[config.mk]
export PLATFORM = sky130hd
export DESIGN_NAME = seq_control_unit_flat
export DESIGN_NICKNAME = d
export VERILOG_FILES = /design/src/rtl/cpu_ctrl_pkg.sv /design/src/rtl/seq_control_unit_if.sv /design/src/rtl/irq_prio_enc.sv /design/src/rtl/seq_control_unit.sv /design/src/flat_wrapper.sv
export SDC_FILE = /design/constraint.sdc
export NUM_CORES = 1
export LEC_CHECK = 0
export ABC_CLOCK_PERIOD_IN_PS = 2300
export BUFFER_PORTS_ARGS = -buffer_cell sky130_fd_sc_hd__buf_4
export CAP_MARGIN = 25
export CORE_MARGIN = 2
export CORE_UTILIZATION = 28
export CTS_BUF_LIST = sky130_fd_sc_hd__clkbuf_4
export DETAILED_ROUTE_END_ITERATION = 10
export GPL_ROUTABILITY_DRIVEN = 0
export PLACE_DENSITY = 0.52
export SETUP_SLACK_MARGIN = 0.1
export SYNTH_ARGS = -nofsm -noshare
export SYNTH_HDL_FRONTEND = slang
export SYNTH_SLANG_ARGS = --single-unit
[constraint.sdc]
create_clock -name clk -period 2.3 [get_ports clk]
set_input_delay 0.46 -clock clk [delete_from_list [all_inputs] [get_ports clk]]
set_output_delay 0.46 -clock clk [all_outputs]
set_load 0.005 [all_outputs]
[src/rtl/cpu_ctrl_pkg.sv]
// Shared encodings for the sequencer control unit: FSM states, ALU op codes,
// opcode field constants and the instruction decode helpers.
// Purely declarative: no ports, no latency, no backpressure.
package cpu_ctrl_pkg;

  typedef enum logic [3:0] {
    ST_IDLE      = 4'd0,
    ST_FETCH     = 4'd1,
    ST_DECODE    = 4'd2,
    ST_EXEC2     = 4'd3,
    ST_INT_ENTER = 4'd4,
    ST_INT_VEC   = 4'd5,
    ST_HALT      = 4'd6,
    ST_TRAP      = 4'd7
  } state_e;

  typedef enum logic [3:0] {
    ALU_NONE = 4'd0,
    ALU_ADD  = 4'd1,
    ALU_SUB  = 4'd2,
    ALU_AND  = 4'd3,
    ALU_OR   = 4'd4,
    ALU_XOR  = 4'd5,
    ALU_SHR  = 4'd6,
    ALU_SHL  = 4'd7,
    ALU_PASS = 4'd8,
    ALU_INC  = 4'd9,
    ALU_DEC  = 4'd10,
    ALU_NOT  = 4'd11
  } alu_op_e;

  // Where the FSM goes after DECODE.
  typedef enum logic [1:0] {
    NX_IDLE  = 2'd0,
    NX_EXEC2 = 2'd1,
    NX_HALT  = 2'd2,
    NX_TRAP  = 2'd3
  } next_e;

  // instr[15:12]: three-register ALU ops 1..7 map straight onto alu_op 1..7.
  localparam logic [3:0] OP_ADD   = 4'h1;
  localparam logic [3:0] OP_SHL   = 4'h7;
  localparam logic [3:0] OP_EXT   = 4'hF;
  // instr[11:8] when instr[15:12] == OP_EXT.
  localparam logic [3:0] SUB_MOV  = 4'h1;
  localparam logic [3:0] SUB_CMP  = 4'h2;
  localparam logic [3:0] SUB_JMP  = 4'h3;
  localparam logic [3:0] SUB_LDM  = 4'h4;
  localparam logic [3:0] SUB_STM  = 4'h5;
  localparam logic [3:0] SUB_NOT  = 4'h6;
  localparam logic [3:0] SUB_EXT  = 4'hF;
  // instr[7:4] when instr[15:8] == FF.
  localparam logic [3:0] X_LDL    = 4'h1;
  localparam logic [3:0] X_INC    = 4'h4;
  localparam logic [3:0] X_DEC    = 4'h5;
  localparam logic [3:0] X_SYS    = 4'hF;
  // instr[3:0] when instr[15:4] == FFF.
  localparam logic [3:0] SYS_HALT = 4'h0;
  localparam logic [3:0] SYS_RIT  = 4'h7;
  localparam logic [3:0] SYS_NOP  = 4'hF;

  // Controls presented in the DECODE cycle for one instruction word.
  typedef struct packed {
    logic       pc_load;
    logic       mem_wr;
    logic       reg1_rd;
    logic       reg2_rd;
    logic       reg3_wr;
    logic       int_unmask;
    alu_op_e    alu_op;
    logic [3:0] r1;
    logic [3:0] r2;
    logic [3:0] r3;
  } ctrl_t;

  // Follow-on state class; anything not listed is an undefined encoding.
  function automatic next_e next_of(input logic [15:0] ins);
    next_e nx;
    nx = NX_TRAP;
    if (ins[15:12] >= OP_ADD && ins[15:12] <= OP_SHL) begin
      nx = NX_IDLE;
    end else if (ins[15:12] == OP_EXT) begin
      case (ins[11:8])
        SUB_MOV, SUB_CMP, SUB_JMP, SUB_STM, SUB_NOT: nx = NX_IDLE;
        SUB_LDM: nx = NX_EXEC2;
        SUB_EXT: begin
          case (ins[7:4])
            X_LDL:        nx = NX_EXEC2;
            X_INC, X_DEC: nx = NX_IDLE;
            X_SYS: begin
              case (ins[3:0])
                SYS_NOP, SYS_RIT: nx = NX_IDLE;
                SYS_HALT:         nx = NX_HALT;
                default:          nx = NX_TRAP;
              endcase
            end
            default: nx = NX_TRAP;
          endcase
        end
        default: nx = NX_TRAP;
      endcase
    end
    return nx;
  endfunction

  // Two-operand forms use [3:0] as the source/address register and [7:4] as
  // the destination (or second source); jmp uses [6:4] as condition bits.
  function automatic ctrl_t decode_instr(input logic [15:0] ins,
                                         input logic eq, input logic gt);
    ctrl_t c;
    c = '0;
    if (ins[15:12] >= OP_ADD && ins[15:12] <= OP_SHL) begin
      c.reg1_rd = 1'b1;
      c.reg2_rd = 1'b1;
      c.reg3_wr = 1'b1;
      c.r1      = ins[11:8];
      c.r2      = ins[7:4];
      c.r3      = ins[3:0];
      c.alu_op  = alu_op_e'(ins[15:12]);
    end else if (ins[15:12] == OP_EXT) begin
      case (ins[11:8])
        SUB_MOV: begin
          c.r1 = ins[3:0]; c.r3 = ins[7:4];
          c.reg1_rd = 1'b1; c.reg3_wr = 1'b1; c.alu_op = ALU_PASS;
        end
        SUB_CMP: begin
          c.r1 = ins[3:0]; c.r2 = ins[7:4];
          c.reg1_rd = 1'b1; c.reg2_rd = 1'b1; c.alu_op = ALU_SUB;
        end
        SUB_JMP: begin
          c.r1 = ins[3:0]; c.reg1_rd = 1'b1; c.alu_op = ALU_PASS;
          c.pc_load = (ins[4] & eq) | (ins[5] & ~gt) | (ins[6] & gt);
        end
        SUB_LDM: begin
          // Address goes out now; the memory write-back happens in EXEC2.
          c.r1 = ins[3:0]; c.r3 = ins[7:4];
          c.reg1_rd = 1'b1; c.alu_op = ALU_PASS;
        end
        SUB_STM: begin
          c.r1 = ins[3:0]; c.r2 = ins[7:4];
          c.reg1_rd = 1'b1; c.reg2_rd = 1'b1; c.mem_wr = 1'b1; c.alu_op = ALU_PASS;
        end
        SUB_NOT: begin
          c.r1 = ins[3:0]; c.r3 = ins[7:4];
          c.reg1_rd = 1'b1; c.reg3_wr = 1'b1; c.alu_op = ALU_NOT;
        end
        SUB_EXT: begin
          case (ins[7:4])
            X_LDL: c.r3 = ins[3:0];
            X_INC: begin
              c.r1 = ins[3:0]; c.r3 = ins[3:0];
              c.reg1_rd = 1'b1; c.reg3_wr = 1'b1; c.alu_op = ALU_INC;
            end
            X_DEC: begin
              c.r1 = ins[3:0]; c.r3 = ins[3:0];
              c.reg1_rd = 1'b1; c.reg3_wr = 1'b1; c.alu_op = ALU_DEC;
            end
            X_SYS: begin
              if (ins[3:0] == SYS_RIT) begin
                c.pc_load    = 1'b1;
                c.int_unmask = 1'b1;
              end
            end
            default: c = '0;
          endcase
        end
        default: c = '0;
      endcase
    end
    return c;
  endfunction

endpackage

[src/rtl/seq_control_unit_if.sv]
// Bundle between the sequencer control unit and its datapath/program memory.
// master = control unit (drives strobes/status), slave = datapath side.
// No storage: latency 0, no backpressure beyond instr_valid/resume levels.
interface seq_control_unit_if #(
  parameter int DATA_W = 16,
  parameter int N_INT  = 4
);
  logic [15:0]       instr;
  logic              instr_valid;
  logic [DATA_W-1:0] flags;
  logic [N_INT-1:0]  irq;
  logic [N_INT-1:0]  irq_mask;
  logic              resume;

  logic              pc_inc;
  logic              pc_load;
  logic              pc_push;
  logic              mem_rd;
  logic              mem_wr;
  logic              reg1_rd;
  logic              reg2_rd;
  logic              reg3_wr;
  logic [3:0]        reg1_addr;
  logic [3:0]        reg2_addr;
  logic [3:0]        reg3_addr;
  logic [3:0]        alu_op;
  logic              int_mask_set;
  logic              int_unmask;
  logic [N_INT-1:0]  int_ack;
  logic [2:0]        int_vec;
  logic              halted;
  logic              trap;
  logic [3:0]        state;

  modport master (
    input  instr, instr_valid, flags, irq, irq_mask, resume,
    output pc_inc, pc_load, pc_push, mem_rd, mem_wr,
           reg1_rd, reg2_rd, reg3_wr, reg1_addr, reg2_addr, reg3_addr,
           alu_op, int_mask_set, int_unmask, int_ack, int_vec,
           halted, trap, state
  );

  modport slave (
    output instr, instr_valid, flags, irq, irq_mask, resume,
    input  pc_inc, pc_load, pc_push, mem_rd, mem_wr,
           reg1_rd, reg2_rd, reg3_wr, reg1_addr, reg2_addr, reg3_addr,
           alu_op, int_mask_set, int_unmask, int_ack, int_vec,
           halted, trap, state
  );
endinterface

[src/rtl/irq_prio_enc.sv]
// Fixed-priority encoder: lowest set request index wins.
// Combinational, zero latency; no backpressure.
// Ports: req_i (N_INT), onehot_o (N_INT), idx_o (3), any_o (1).
module irq_prio_enc #(
  parameter int N_INT = 4
) (
  input  logic [N_INT-1:0] req_i,
  output logic [N_INT-1:0] onehot_o,
  output logic [2:0]       idx_o,
  output logic             any_o
);

  // Scan high to low so the lowest pending index is the last (winning) write.
  always_comb begin
    onehot_o = '0;
    idx_o    = '0;
    for (int i = N_INT - 1; i >= 0; i--) begin
      if (req_i[i]) begin
        onehot_o    = '0;
        onehot_o[i] = 1'b1;
        idx_o       = 3'(i);
      end
    end
  end

  assign any_o = |req_i;

endmodule

[src/rtl/seq_control_unit.sv]
// Microsequencer: fetch/decode FSM issuing registered datapath strobes and
// vectored interrupt entry. Controls appear the cycle after an instruction
// is accepted; FETCH stalls while instr_valid is low (FETCH_WAIT=1).
// Ports: clk, rst (sync, active-high), bus (seq_control_unit_if.master).
import cpu_ctrl_pkg::*;

module seq_control_unit #(
  parameter int DATA_W     = 16,
  parameter int N_INT      = 4,
  parameter int FETCH_WAIT = 1
) (
  input  logic              clk,
  input  logic              rst,
  seq_control_unit_if.master bus
);

  if (DATA_W < 16) begin : g_bad_data_w
    $error("seq_control_unit: DATA_W must be >= 16");
  end
  if (N_INT < 1 || N_INT > 8) begin : g_bad_n_int
    $error("seq_control_unit: N_INT must be 1..8");
  end

  state_e           state_q;
  logic [15:0]      instr_q;
  logic             pc_inc_q, pc_load_q, pc_push_q, mem_rd_q, mem_wr_q;
  logic             reg1_rd_q, reg2_rd_q, reg3_wr_q;
  logic [3:0]       reg1_addr_q, reg2_addr_q, reg3_addr_q;
  alu_op_e          alu_op_q;
  logic             int_mask_set_q, int_unmask_q;
  logic [N_INT-1:0] int_ack_q;
  logic [2:0]       int_vec_q;
  logic             halted_q, trap_q;

  logic [N_INT-1:0] pending;
  logic [N_INT-1:0] sel_onehot;
  logic [2:0]       sel_idx;
  logic             sel_any;
  ctrl_t            dec_d;
  logic             fetch_ok;
  logic             exec_ldm, exec_ldl;
  logic             flags_unused;

  assign pending = bus.irq & ~bus.irq_mask;

  irq_prio_enc #(.N_INT(N_INT)) u_prio (
    .req_i    (pending),
    .onehot_o (sel_onehot),
    .idx_o    (sel_idx),
    .any_o    (sel_any)
  );

  // Decode straight off the instruction bus so the controls register on the
  // same edge that accepts the word.
  assign dec_d    = decode_instr(bus.instr, bus.flags[0], bus.flags[1]);
  assign fetch_ok = (FETCH_WAIT == 0) ? 1'b1 : bus.instr_valid;

  // EXEC2 flavour, taken from the latched word while in DECODE.
  assign exec_ldm = (instr_q[15:8] == {OP_EXT, SUB_LDM});
  assign exec_ldl = (instr_q[15:4] == {OP_EXT, SUB_EXT, X_LDL});

  assign flags_unused = ^bus.flags[DATA_W-1:3];

  // Outputs for a state are registered on the edge that enters it.
  always_ff @(posedge clk) begin
    if (rst) begin
      state_q        <= ST_IDLE;
      instr_q        <= '0;
      pc_inc_q       <= 1'b0;
      pc_load_q      <= 1'b0;
      pc_push_q      <= 1'b0;
      mem_rd_q       <= 1'b0;
      mem_wr_q       <= 1'b0;
      reg1_rd_q      <= 1'b0;
      reg2_rd_q      <= 1'b0;
      reg3_wr_q      <= 1'b0;
      reg1_addr_q    <= '0;
      reg2_addr_q    <= '0;
      reg3_addr_q    <= '0;
      alu_op_q       <= ALU_NONE;
      int_mask_set_q <= 1'b0;
      int_unmask_q   <= 1'b0;
      int_ack_q      <= '0;
      int_vec_q      <= '0;
      halted_q       <= 1'b0;
      trap_q         <= 1'b0;
    end else begin
      pc_inc_q       <= 1'b0;
      pc_load_q      <= 1'b0;
      pc_push_q      <= 1'b0;
      mem_rd_q       <= 1'b0;
      mem_wr_q       <= 1'b0;
      reg1_rd_q      <= 1'b0;
      reg2_rd_q      <= 1'b0;
      reg3_wr_q      <= 1'b0;
      alu_op_q       <= ALU_NONE;
      int_mask_set_q <= 1'b0;
      int_unmask_q   <= 1'b0;
      int_ack_q      <= '0;
      int_vec_q      <= '0;

      case (state_q)
        ST_IDLE: state_q <= ST_FETCH;

        ST_FETCH: begin
          if (sel_any && !bus.flags[2]) begin
            // Channel is captured here, so later irq changes cannot move it.
            pc_push_q      <= 1'b1;
            int_mask_set_q <= 1'b1;
            int_ack_q      <= sel_onehot;
            int_vec_q      <= sel_idx;
            state_q        <= ST_INT_ENTER;
          end else if (fetch_ok) begin
            instr_q      <= bus.instr;
            pc_inc_q     <= 1'b1;
            pc_load_q    <= dec_d.pc_load;
            mem_wr_q     <= dec_d.mem_wr;
            reg1_rd_q    <= dec_d.reg1_rd;
            reg2_rd_q    <= dec_d.reg2_rd;
            reg3_wr_q    <= dec_d.reg3_wr;
            int_unmask_q <= dec_d.int_unmask;
            alu_op_q     <= dec_d.alu_op;
            reg1_addr_q  <= dec_d.r1;
            reg2_addr_q  <= dec_d.r2;
            reg3_addr_q  <= dec_d.r3;
            state_q      <= ST_DECODE;
          end
        end

        ST_DECODE: begin
          case (next_of(instr_q))
            NX_EXEC2: begin
              // ldm writes back memory data; ldl writes the literal word and
              // steps the PC past it.
              reg3_wr_q <= 1'b1;
              mem_rd_q  <= exec_ldm;
              pc_inc_q  <= exec_ldl;
              state_q   <= ST_EXEC2;
            end
            NX_HALT: begin
              halted_q <= 1'b1;
              state_q  <= ST_HALT;
            end
            NX_TRAP: begin
              trap_q  <= 1'b1;
              state_q <= ST_TRAP;
            end
            default: state_q <= ST_IDLE;
          endcase
        end

        ST_EXEC2: state_q <= ST_IDLE;

        ST_INT_ENTER: begin
          mem_rd_q  <= 1'b1;
          pc_load_q <= 1'b1;
          state_q   <= ST_INT_VEC;
        end

        ST_INT_VEC: state_q <= ST_IDLE;

        ST_HALT: begin
          if (bus.resume) begin
            halted_q <= 1'b0;
            state_q  <= ST_IDLE;
          end
        end

        ST_TRAP: state_q <= ST_TRAP;

        default: state_q <= ST_IDLE;
      endcase
    end
  end

  assign bus.pc_inc       = pc_inc_q;
  assign bus.pc_load      = pc_load_q;
  assign bus.pc_push      = pc_push_q;
  assign bus.mem_rd       = mem_rd_q;
  assign bus.mem_wr       = mem_wr_q;
  assign bus.reg1_rd      = reg1_rd_q;
  assign bus.reg2_rd      = reg2_rd_q;
  assign bus.reg3_wr      = reg3_wr_q;
  assign bus.reg1_addr    = reg1_addr_q;
  assign bus.reg2_addr    = reg2_addr_q;
  assign bus.reg3_addr    = reg3_addr_q;
  assign bus.alu_op       = alu_op_q;
  assign bus.int_mask_set = int_mask_set_q;
  assign bus.int_unmask   = int_unmask_q;
  assign bus.int_ack      = int_ack_q;
  assign bus.int_vec      = int_vec_q;
  assign bus.halted       = halted_q;
  assign bus.trap         = trap_q;
  assign bus.state        = state_q;

endmodule

[src/flat_wrapper.sv]
// flat-port wrapper written by rule: the top's interface ports become plain ports
module seq_control_unit_flat 
#(
  parameter int DATA_W     = 16,
  parameter int N_INT      = 4,
  parameter int FETCH_WAIT = 1
)
  (clk, rst, bus_instr, bus_instr_valid, bus_flags, bus_irq, bus_irq_mask, bus_resume, bus_pc_inc, bus_pc_load, bus_pc_push, bus_mem_rd, bus_mem_wr, bus_reg1_rd, bus_reg2_rd, bus_reg3_wr, bus_reg1_addr, bus_reg2_addr, bus_reg3_addr, bus_alu_op, bus_int_mask_set, bus_int_unmask, bus_int_ack, bus_int_vec, bus_halted, bus_trap, bus_state);
  seq_control_unit_if #(.DATA_W(DATA_W), .N_INT(N_INT)) bus_i ();
  input  logic clk;
  input  logic rst;
  input wire logic [$bits(bus_i.instr)-1:0] bus_instr;
  input wire logic [$bits(bus_i.instr_valid)-1:0] bus_instr_valid;
  input wire logic [$bits(bus_i.flags)-1:0] bus_flags;
  input wire logic [$bits(bus_i.irq)-1:0] bus_irq;
  input wire logic [$bits(bus_i.irq_mask)-1:0] bus_irq_mask;
  input wire logic [$bits(bus_i.resume)-1:0] bus_resume;
  output wire logic [$bits(bus_i.pc_inc)-1:0] bus_pc_inc;
  output wire logic [$bits(bus_i.pc_load)-1:0] bus_pc_load;
  output wire logic [$bits(bus_i.pc_push)-1:0] bus_pc_push;
  output wire logic [$bits(bus_i.mem_rd)-1:0] bus_mem_rd;
  output wire logic [$bits(bus_i.mem_wr)-1:0] bus_mem_wr;
  output wire logic [$bits(bus_i.reg1_rd)-1:0] bus_reg1_rd;
  output wire logic [$bits(bus_i.reg2_rd)-1:0] bus_reg2_rd;
  output wire logic [$bits(bus_i.reg3_wr)-1:0] bus_reg3_wr;
  output wire logic [$bits(bus_i.reg1_addr)-1:0] bus_reg1_addr;
  output wire logic [$bits(bus_i.reg2_addr)-1:0] bus_reg2_addr;
  output wire logic [$bits(bus_i.reg3_addr)-1:0] bus_reg3_addr;
  output wire logic [$bits(bus_i.alu_op)-1:0] bus_alu_op;
  output wire logic [$bits(bus_i.int_mask_set)-1:0] bus_int_mask_set;
  output wire logic [$bits(bus_i.int_unmask)-1:0] bus_int_unmask;
  output wire logic [$bits(bus_i.int_ack)-1:0] bus_int_ack;
  output wire logic [$bits(bus_i.int_vec)-1:0] bus_int_vec;
  output wire logic [$bits(bus_i.halted)-1:0] bus_halted;
  output wire logic [$bits(bus_i.trap)-1:0] bus_trap;
  output wire logic [$bits(bus_i.state)-1:0] bus_state;
  assign bus_i.instr = bus_instr;
  assign bus_i.instr_valid = bus_instr_valid;
  assign bus_i.flags = bus_flags;
  assign bus_i.irq = bus_irq;
  assign bus_i.irq_mask = bus_irq_mask;
  assign bus_i.resume = bus_resume;
  assign bus_pc_inc = bus_i.pc_inc;
  assign bus_pc_load = bus_i.pc_load;
  assign bus_pc_push = bus_i.pc_push;
  assign bus_mem_rd = bus_i.mem_rd;
  assign bus_mem_wr = bus_i.mem_wr;
  assign bus_reg1_rd = bus_i.reg1_rd;
  assign bus_reg2_rd = bus_i.reg2_rd;
  assign bus_reg3_wr = bus_i.reg3_wr;
  assign bus_reg1_addr = bus_i.reg1_addr;
  assign bus_reg2_addr = bus_i.reg2_addr;
  assign bus_reg3_addr = bus_i.reg3_addr;
  assign bus_alu_op = bus_i.alu_op;
  assign bus_int_mask_set = bus_i.int_mask_set;
  assign bus_int_unmask = bus_i.int_unmask;
  assign bus_int_ack = bus_i.int_ack;
  assign bus_int_vec = bus_i.int_vec;
  assign bus_halted = bus_i.halted;
  assign bus_trap = bus_i.trap;
  assign bus_state = bus_i.state;
  seq_control_unit #(.DATA_W(DATA_W), .N_INT(N_INT), .FETCH_WAIT(FETCH_WAIT)) u_core (.clk(clk), .rst(rst), .bus(bus_i));
endmodule
==> results of run 1 <==
[where the power goes]
group / switching (mW) / total (mW) / internal [mW]
sequential: 0.0706 / 1.05 / 0.980
combinational: 0.320 / 0.586 / 0.266
clock: 0.330 / 0.459 / 0.129
total: 0.721 / 2.10 / 1.38
[registers in the layout, indices dropped and copies added (netlist names), 2 cells and up]
name and flops:
u_core.bus.alu_op 4, u_core.bus.int_ack 4, u_core.bus.int_vec 2, u_core.bus.reg1_addr 4
u_core.bus.reg2_addr 4, u_core.bus.reg3_addr 4, u_core.bus.state 3, u_core.instr_q 16
[worst max-delay path, cell delays in order, from the launching register on]
cell and delay [ns]:
dfxtp_1 0.36, or4_4 0.55, a221o_1 0.29, a2111oi_2 0.37, nor3_1 0.09
[routing by layer]
layer | routed length (um) | vias up | GRT usage
li1 | - | 1260 | -
met1 | 3310 | 1204 | 0.207
met2 | 3160 | 87 | 0.224
met3 | 544 | 10 | 0.0341
met4 | 84 | 0 | 0.0400
met5 | 0 | - | 0
[final cells by class]
| class | instances | area [um^2] |
|---|---|---|
| Fill cell | 925 | 5590 |
| Multi-Input combinational cell | 237 | 1400 |
| Sequential cell | 52 | 1040 |
| Timing Repair Buffer | 74 | 556 |
| Tap cell | 108 | 135 |
| Clock buffer | 5 | 37.5 |
| Clock inverter | 3 | 27.5 |
| Inverter | 4 | 15.0 |
[worst max-delay path by stage]
stage	start	end	slack, ns	depth (start not counted)
2_1_floorplan	bus_irq[0]	u_core.instr_q[11]$_SDFFE_PP0P_	0.58	7
3_3_place_gp	bus_irq[0]	u_core.bus.mem_wr$_SDFF_PP0_	0.16	6
3_5_place_dp	bus_irq[0]	u_core.bus.mem_wr$_SDFF_PP0_	0.15	6
4_1_cts	u_core.instr_q[0]$_SDFFE_PP0P_	u_core.bus.trap$_SDFFE_PP0P_	0.50	4
5_1_grt	u_core.bus.state[0]$_SDFFE_PP0P_	u_core.bus.alu_op[2]$_SDFF_PP0_	0.35	5
6_report	u_core.instr_q[0]$_SDFFE_PP0P_	u_core.bus.trap$_SDFFE_PP0P_	0.52	4
[logic make-up after synthesis]
logic type / Yosys count / share of synthesized area
AND/OR/NAND/NOR: 152 / 0.314
buffers and inverters: 27 / 0.0530
AO/OA/AOI/OAI: 82 / 0.223
other: 1 / 0.00146
flip-flops: 52 / 0.404
multiplexers: 1 / 0.00389
[cell usage after synthesis, types with 2 or more instances]
cell type and count:
nor4_1 3, and3_1 2, nand3_1 9, or3_1 3, o22ai_1 3, nor3_1 24
nor4b_1 2, and2_1 3, a221oi_1 9, o31ai_1 4, nor3b_1 5, and4_1 3
clkbuf_1 10, buf_4 3, dfxtp_1 52, nor2b_1 6, nor2_1 25, buf_6 2
nand4_1 3, o21ai_0 8, nand2b_1 10, a2111oi_2 2, buf_2 7, a21o_1 3
inv_1 4, a221o_1 2, nor2b_4 2, a32oi_1 4, a31oi_1 6, nand2_1 43
a21oi_1 34
==> impl_metrics.toml, run 1 <==
[outcome]
outcome = "finished clean"

[power]
ir_drop_mv = 0.245
total_leakage_power_nw = 1.22
p_per_area_mw_per_mm2 = 653
finalPower_mw = 2.10

[worst_hold_path]
min_to = "u_core.bus.alu_op[2]$_SDFF_PP0_"
hold_class = "primary input to flop"
hp-start = "bus_instr[15]"
min_path_cells = 2

[sta]
fin_tns_setup_ns = 0
min_period_ns = 1.78
setup_ws_ns = 0.517
worst_hold_slack_ns = 0.310
rsz0062_at_grt = "false"
setup-violations-final = 0
min_period_over_period = 0.775
hold_viol = 0
fin_skew_ns = 0.0154
tightest_slew_ns = 0.537
maxSlewHeadroom = 0.639
fmax_mhz = 561
finalMaxSlewViolations = 0

[critical_path]
end_kind = "flop"
worstPathRequired_ns = 2.57
r2r_start = "u_core.instr_q[0]$_SDFFE_PP0P_"
r2r_slack_ns = 0.52
crit_fanout = 3
r2r-end = "u_core.bus.trap$_SDFFE_PP0P_"
start_kind = "flop"
rr_worst_depth = 4
crit_arrival_ns = 2.06
path_class = "flop to flop"

[placed_design]
placed_area_mm2 = 0.00315
post-dp-hpwl_um = 5140
placed_cells = 475
dp_slack_ns = 0.146
io_buffer_count = 67

[cts]
cts_tree = "built"
clkSlewWorstSetupHoldPaths_ns = 0.18
clock_path_buffers = 2
insertion_delay_ns = 0.39
clock_sinks = 52
htree_levels = 2
postCtsResizedCells = 0
postCtsSetupRepairBufs = 0
ctsRootBufferMaster = "clkbuf_4"
cts_hold_buffers = 0
numCtsBuffers = 5

[floorplanning]
die_h_um = 99.9
die_area_mm2 = 0.00998
rows = 34
io_pins = 83
die_w_um = 99.9
start_util = 0.292
coreArea_mm2 = 0.00881

[grt]
grt_util_all_layers = 0.146
grt_max_degree = 41
first_global_vias = 2362
grt_pass1_wl_um = 11800
antenna_found_initial = 0
grt_overflow = 0

[detailed_routing]
drtAntennaViolNets = 0
dr_total_vias = 2561
viasPerCell = 5.30
drt_pass1_iterations = 4
post_drt_wl_per_cell_um = 14.7
drc = 0
drtIter0Drc = 143
wl_um = 7090

[synth]
yosys_warnings = 0
synth-edff-count = 0
yosysUniqueCellTypes = 50
syn-instance-count = 315
async_reset_ff_frac = 0
ys.flop_type = "dfxtp_1"
syn_area_per_cell_um2 = 8.17
synthTopCellsByArea = "dfxtp_1 (40%), a21oi_1 (6.6%), nand2_1 (6.3%)"
ys_ff_latch = 52
ys_seq_area_frac = 0.404
yosysTopAreaCell = "dfxtp_1"
syn_area_mm2 = 0.00257
synth_top_cell_area_share = 0.404

[run]
maxCapViolations = 0

[cells_and_area]
final_core_util = 0.365
diodes = 0
postLayoutCellArea_mm2 = 0.00321
mostFrequentLayoutCell = "buf_4"
final_cell_mix = "buf_4 (74), dfxtp_1 (52), nand2_1 (43)"
fin_cells = 483
syn2layout_area_growth_pct = 24.8
finalNetCount = 418
drive_above_1_share = 0.253
Power figures use the tool's default switching activity.
==> run 2, diff against run 1 <==
ABC_CLOCK_PERIOD_IN_PS = 1800   (was 2300)
clock period = 1.8 ns   (was 2.3 ns; I/O delays follow)
==> run 2 against run 1 <==
Clock skew is 0.0056 ns higher. Clock power is 27% higher. Total power is 30% higher. Global-route usage is 0.33 points higher. Critical path depth stayed put. Non-clock buffer count is 19 higher. Hold slack worse by 0.10 ns. First-iteration DRC count is 9.1% higher. Count of clock-buffer cells in the layout stayed put. Register-to-register slack worse by 0.42 ns. Die area stayed put. Sequential cell count stayed put.
==> impl_metrics.toml, run 2 (synthesis gave the netlist of run 1 again) <==
[cells_and_area]
drive_above_1_share = 0.297
fill_cells = 896
regMostFlops = "u_core.instr_q"
syn2layout_area_growth_pct = 30.4
diodes = 0
final_core_util = 0.381
mostFrequentLayoutCell = "buf_4"
final_cell_mix = "buf_4 (93), dfxtp_1 (49), nand2_1 (43)"
largest_reg_flops = 16
finalNetCount = 437

[sta]
setup-violations-final = 0
finalMaxSlewViolations = 0
setup_ws_ns = 0.0978
fmax_mhz = 587
hold_viol = 0
fin_skew_ns = 0.0210
tightest_slew_ns = 0.529
min_period_ns = 1.70
maxSlewHeadroom = 0.645
min_period_over_period = 0.946
rsz0062_at_grt = "true"

[cts]
clock_sinks = 52
insertion_delay_ns = 0.39
cts_tree = "built"
ctsRootBufferMaster = "clkbuf_4"
clkSlewWorstSetupHoldPaths_ns = 0.18
cts_hold_buffers = 0
clock_path_buffers = 2
numCtsBuffers = 5
htree_levels = 2

[detailed_routing]
viasPerCell = 5.19
wl_um = 7220
drt_pass1_iterations = 4
dr_total_vias = 2604
drc = 0
drtIter0Drc = 156
drtAntennaViolNets = 0
post_drt_wl_per_cell_um = 14.4

[placed_design]
io_buffer_count = 67
dp_slack_ns = -0.0834
post-dp-hpwl_um = 5370

[power]
p_seq_frac = 0.489
total_leakage_power_nw = 1.31
p_per_area_mw_per_mm2 = 812
finalPower_mw = 2.73
switching_share = 0.341
p_int_mw = 1.80
p_switching_uw = 929
ir_drop_mv = 0.314
pwr-share-clk = 0.215
combPwrFrac = 0.296

[floorplanning]
rows = 34
die_area_mm2 = 0.00998
start_util = 0.292
die_h_um = 99.9
coreArea_mm2 = 0.00881
die_w_um = 99.9
io_pins = 83

[run]
maxCapViolations = 0

[grt]
antenna_found_initial = 0
grt_util_all_layers = 0.150
first_global_vias = 2484
grt_max_degree = 29
grt_overflow = 0
grt_pass1_wl_um = 12200

[critical_path]
crit_fanout = 3
start_kind = "flop"
crit_arrival_ns = 1.98
worstPathRequired_ns = 2.08
end_kind = "flop"
path_class = "flop to flop"

[worst_hold_path]
hold_class = "primary input to flop"

[outcome]
outcome = "finished clean"
-- run 2: changes by cell type in the layout (fill, tap and decap cells not counted), sizes merged --
| cell | change |
|---|---|
| inv | +1 |
| buf | +19 |
| clkinvlp | -1 |
-- run 2: worst max-delay path, cell delays in order (launching register included) --
cell and delay (ns):
dfxtp_2 0.36, or4_4 0.55, a221o_1 0.30, a2111oi_2 0.30, nor3_1 0.08
-- run 2: layer usage --
| layer | global-route usage | routed length [um] |
|---|---|---|
| met5 | 0 | 0 |
| met4 | 0.0432 | 67 |
| met3 | 0.0320 | 595 |
| met2 | 0.231 | 3190 |
| met1 | 0.211 | 3370 |
-- run 2: layout make-up --
| class | instances | area (um^2) | share of cell area |
|---|---|---|---|
| Clock inverter | 3 | 26.3 | 0.00783 |
| Tap cell | 108 | 135 | 0.0403 |
| Inverter | 4 | 15.0 | 0.00447 |
| Timing Repair Buffer | 93 | 698 | 0.208 |
| Clock buffer | 5 | 37.5 | 0.0112 |
| Sequential cell | 52 | 1040 | 0.311 |
| Multi-Input combinational cell | 237 | 1400 | 0.417 |
-- run 2: through the flow --
| step | TNS [ns] | cell area, um^2 | hold WS [ns] | cells |
|---|---|---|---|---|
| final | 0 | 3360 | 0.210 | 502 |
| after global routing | 0 | 3360 | 0.199 | 502 |
| after CTS | 0 | 3350 | 0.201 | 502 |
| after detailed placement | -1.10 | 3280 | 0.452 | 493 |
| after global placement | -0.515 | 3280 | 0.450 | 493 |
| after floorplan | 0 | 2580 | 0.436 | 316 |
-- run 2: power groups by stage --
stage,Clock [mW],Sequential (mW),Combinational [mW]
final,0.585,1.33,0.809
after global routing,0.661,1.35,0.900
after CTS,0.613,1.33,0.809
after detailed placement,0,1.35,0.801
after global placement,0,1.35,0.801
after floorplan,0,1.35,0.461
-- run 2: final timing paths --
| path | slack (ns) | cells after the start | startpoint | end |
|---|---|---|---|---|
| setup / recovery | 0.1 | 4 | u_core.instr_q[3]$_SDFFE_PP0P_ | u_core.bus.trap$_SDFFE_PP0P_ |
| hold / removal | 0.21 | 3 | bus_instr[3] | u_core.instr_q[3]$_SDFFE_PP0P_ |
| setup reg to reg | 0.1 | 4 | u_core.instr_q[3]$_SDFFE_PP0P_ | u_core.bus.trap$_SDFFE_PP0P_ |
| hold reg to reg | 0.47 | 2 | u_core.bus.reg2_addr[0]$_SDFFE_PP0P_ | u_core.bus.reg2_addr[0]$_SDFFE_PP0P_ |
-- run 2: what timing repair did --
action	in CTS	in global routing
pin swaps	2	0
resized for setup	1	2
endpoints found under the hold margin	0	0
setup endpoints to repair	1	2
buffers inserted	1	0
==> run 3, diff against run 2 <==
SYNTH_HIERARCHICAL = 1   (was unset)
==> run 3 against run 2 <==
Clock skew down 0.013 ns. Final cell count down 2.0%. Core utilization rose by 1.1 points. Wire length is 0.94% lower. Largest cell class unchanged.
==> impl_metrics.toml, run 3 <==
[outcome]
outcome = "finished clean"

[placed_design]
post-dp-hpwl_um = 5350
dp_slack_ns = -0.341
placed_area_mm2 = 0.00327
placed_cells = 482
io_buffer_count = 68

[power]
p_switching_uw = 770
finalPower_mw = 2.46
pwr-share-clk = 0.228
p_seq_frac = 0.527
combPwrFrac = 0.245
p_int_mw = 1.69
switching_share = 0.313
p_per_area_mw_per_mm2 = 723
total_leakage_power_nw = 1.39
ir_drop_mv = 0.266

[critical_path]
end_kind = "flop"
cp.depth = 5
start_kind = "flop"
crit_arrival_ns = 1.98
max_stage_delay_ns = 0.53
crit_fanout = 8
worstPathRequired_ns = 2.12
cpMaxStageDelayCell = "or4b_1"
path_class = "flop to flop"
rr_worst_depth = 5
path_cells = "and4_4 -> o31a_4 -> o21bai_4 -> or4b_1 -> a21oi_1"
crit_buf_inv = 0
critPathTopFamily = "simple AND/OR/NAND/NOR gates"

[cells_and_area]
postLayoutCellArea_mm2 = 0.00341
syn2layout_area_growth_pct = 36.8
largest_reg_flops = 16
drive_above_1_share = 0.344
final_core_util = 0.392
mostFrequentLayoutCell = "buf_4"
final_cell_mix = "buf_4 (91), dfxtp_1 (45), nand2_1 (42)"
fill_cells = 944
diodes = 0
finalNetCount = 427
fin_cells = 492
regMostFlops = "u_core/instr_q"

[synth]
post-synth-top-count-cell = "dfxtp_1"
ys_ff_latch = 53
synthTopCellsByArea = "dfxtp_1 (43%), nand2_1 (6.3%), a21oi_1 (5.2%)"
async_reset_ff_frac = 0
yosys_warnings = 6
syn_nets = 348
syn-instance-count = 304
ys_seq_area_frac = 0.426
ys.flop_type = "dfxtp_1"
synth_commonest_cells = "dfxtp_1 (53), nand2_1 (42), nor2_1 (30), a21oi_1 (26), o21ai_0 (14)"
syn_area_mm2 = 0.00249
yosysTopAreaCell = "dfxtp_1"
synth_top_cell_area_share = 0.426
yosysUniqueCellTypes = 56
syn_area_per_cell_um2 = 8.19
synth-edff-count = 0

[floorplanning]
die_h_um = 98.3
io_pins = 83
start_util = 0.287
die_w_um = 98.3
die_area_mm2 = 0.00966
rows = 34
coreArea_mm2 = 0.00868

[detailed_routing]
post_drt_wl_per_cell_um = 14.5
drtIter0Drc = 209
drc = 0
drt_pass1_iterations = 4
viasPerCell = 5.07
dr_total_vias = 2494
drtAntennaViolNets = 0
wl_um = 7150

[worst_hold_path]
hold_class = "primary input to flop"
min_path_cells = 3

[grt]
grt_util_all_layers = 0.148
antenna_found_initial = 0
first_global_vias = 2424
grt_max_degree = 26
grt_pass1_wl_um = 11800
grt_overflow = 0

[cts]
cts_hold_buffers = 0
clkSlewWorstSetupHoldPaths_ns = 0.16
htree_levels = 2
cts_tree = "built"
clock_sinks = 53
numCtsBuffers = 5
clock_path_buffers = 2
insertion_delay_ns = 0.38
ctsRootBufferMaster = "clkbuf_4"

[sta]
min_period_over_period = 0.921
hold_viol = 0
setup-violations-final = 0
setup_ws_ns = 0.142
tightest_slew_ns = 0.865
maxSlewHeadroom = 0.422
min_period_ns = 1.66
finalMaxSlewViolations = 0
rsz0062_at_grt = "true"
fmax_mhz = 603
fin_skew_ns = 0.00768

[run]
maxCapViolations = 0
run 3: cell type report:
cell class,count,area [um^2],share of cell area
multi-input cells,224,1400,0.411
flip-flops and latches,53,1080,0.317
clock inverters,3,21.3,0.00625
clock buffers,5,37.5,0.0110
inverters,7,26.3,0.00771
well taps,108,135,0.0397
repair buffers,92,703,0.206
run 3: final timing paths:
| check | from | slack [ns] | endpoint |
|---|---|---|---|
| max | u_core/instr_q[11]$_SDFFE_PP0P_ | 0.14 | u_core/bus.reg3_wr$_SDFF_PP0_ |
| min | bus_instr[0] | 0.24 | u_core/bus.reg3_addr[0]$_SDFFE_PP0P_ |
| max reg2reg | u_core/instr_q[11]$_SDFFE_PP0P_ | 0.14 | u_core/bus.reg3_wr$_SDFF_PP0_ |
| min reg2reg | u_core/instr_q[3]$_SDFFE_PP0P_ | 0.48 | u_core/instr_q[3]$_SDFFE_PP0P_ |
run 3: logic make-up after synthesis:
kind of cell	count (synthesis)	synth area share
AND/OR/NAND/NOR	141	0.296
AO/OA/AOI/OAI	78	0.212
flip-flops	53	0.426
buffers and inverters	27	0.0513
multiplexers	2	0.00804
other	2	0.00302
XOR/XNOR	1	0.00352
run 3: timing repair:
| action | 4_1_cts | 5_1_grt |
|---|---|---|
| pin swaps | 0 | 5 |
| resized for setup | 10 | 12 |
| hold endpoints to repair | 0 | 0 |
| setup endpoints to repair | 4 | 12 |
| buffers inserted | 0 | 2 |
| gates cloned | 0 | 0 |
run 3: stage by stage:
step | setup TNS (ns) | hold WS, ns
6_report | 0 | 0.237
5_1_grt | 0 | 0.215
4_1_cts | 0 | 0.223
3_5_place_dp | -9.53 | 0.461
3_3_place_gp | -9.24 | 0.459
2_1_floorplan | 0 | 0.436
run 3: power by group through the flow:
stage | Combinational [mW] | Sequential, mW | Clock [mW]
after floorplan | 0.317 | 1.32 | 0
after global placement | 0.578 | 1.32 | 0
after detailed placement | 0.580 | 1.32 | 0
after CTS | 0.591 | 1.30 | 0.589
after global routing | 0.666 | 1.31 | 0.640
final | 0.602 | 1.30 | 0.561
run 3: worst reg2reg max path: cells and delay by family (launching register included):
kind             cells  cell delay (ns)
flip-flops           1             0.41
AND/OR/NAND/NOR      2             0.79
AO/OA/AOI/OAI        3             0.41
run 3: routing by layer:
layer,share of wire,track usage
met5,0,0
met4,0.0088,0.0379
met3,0.050,0.0265
met2,0.49,0.248
met1,0.45,0.198
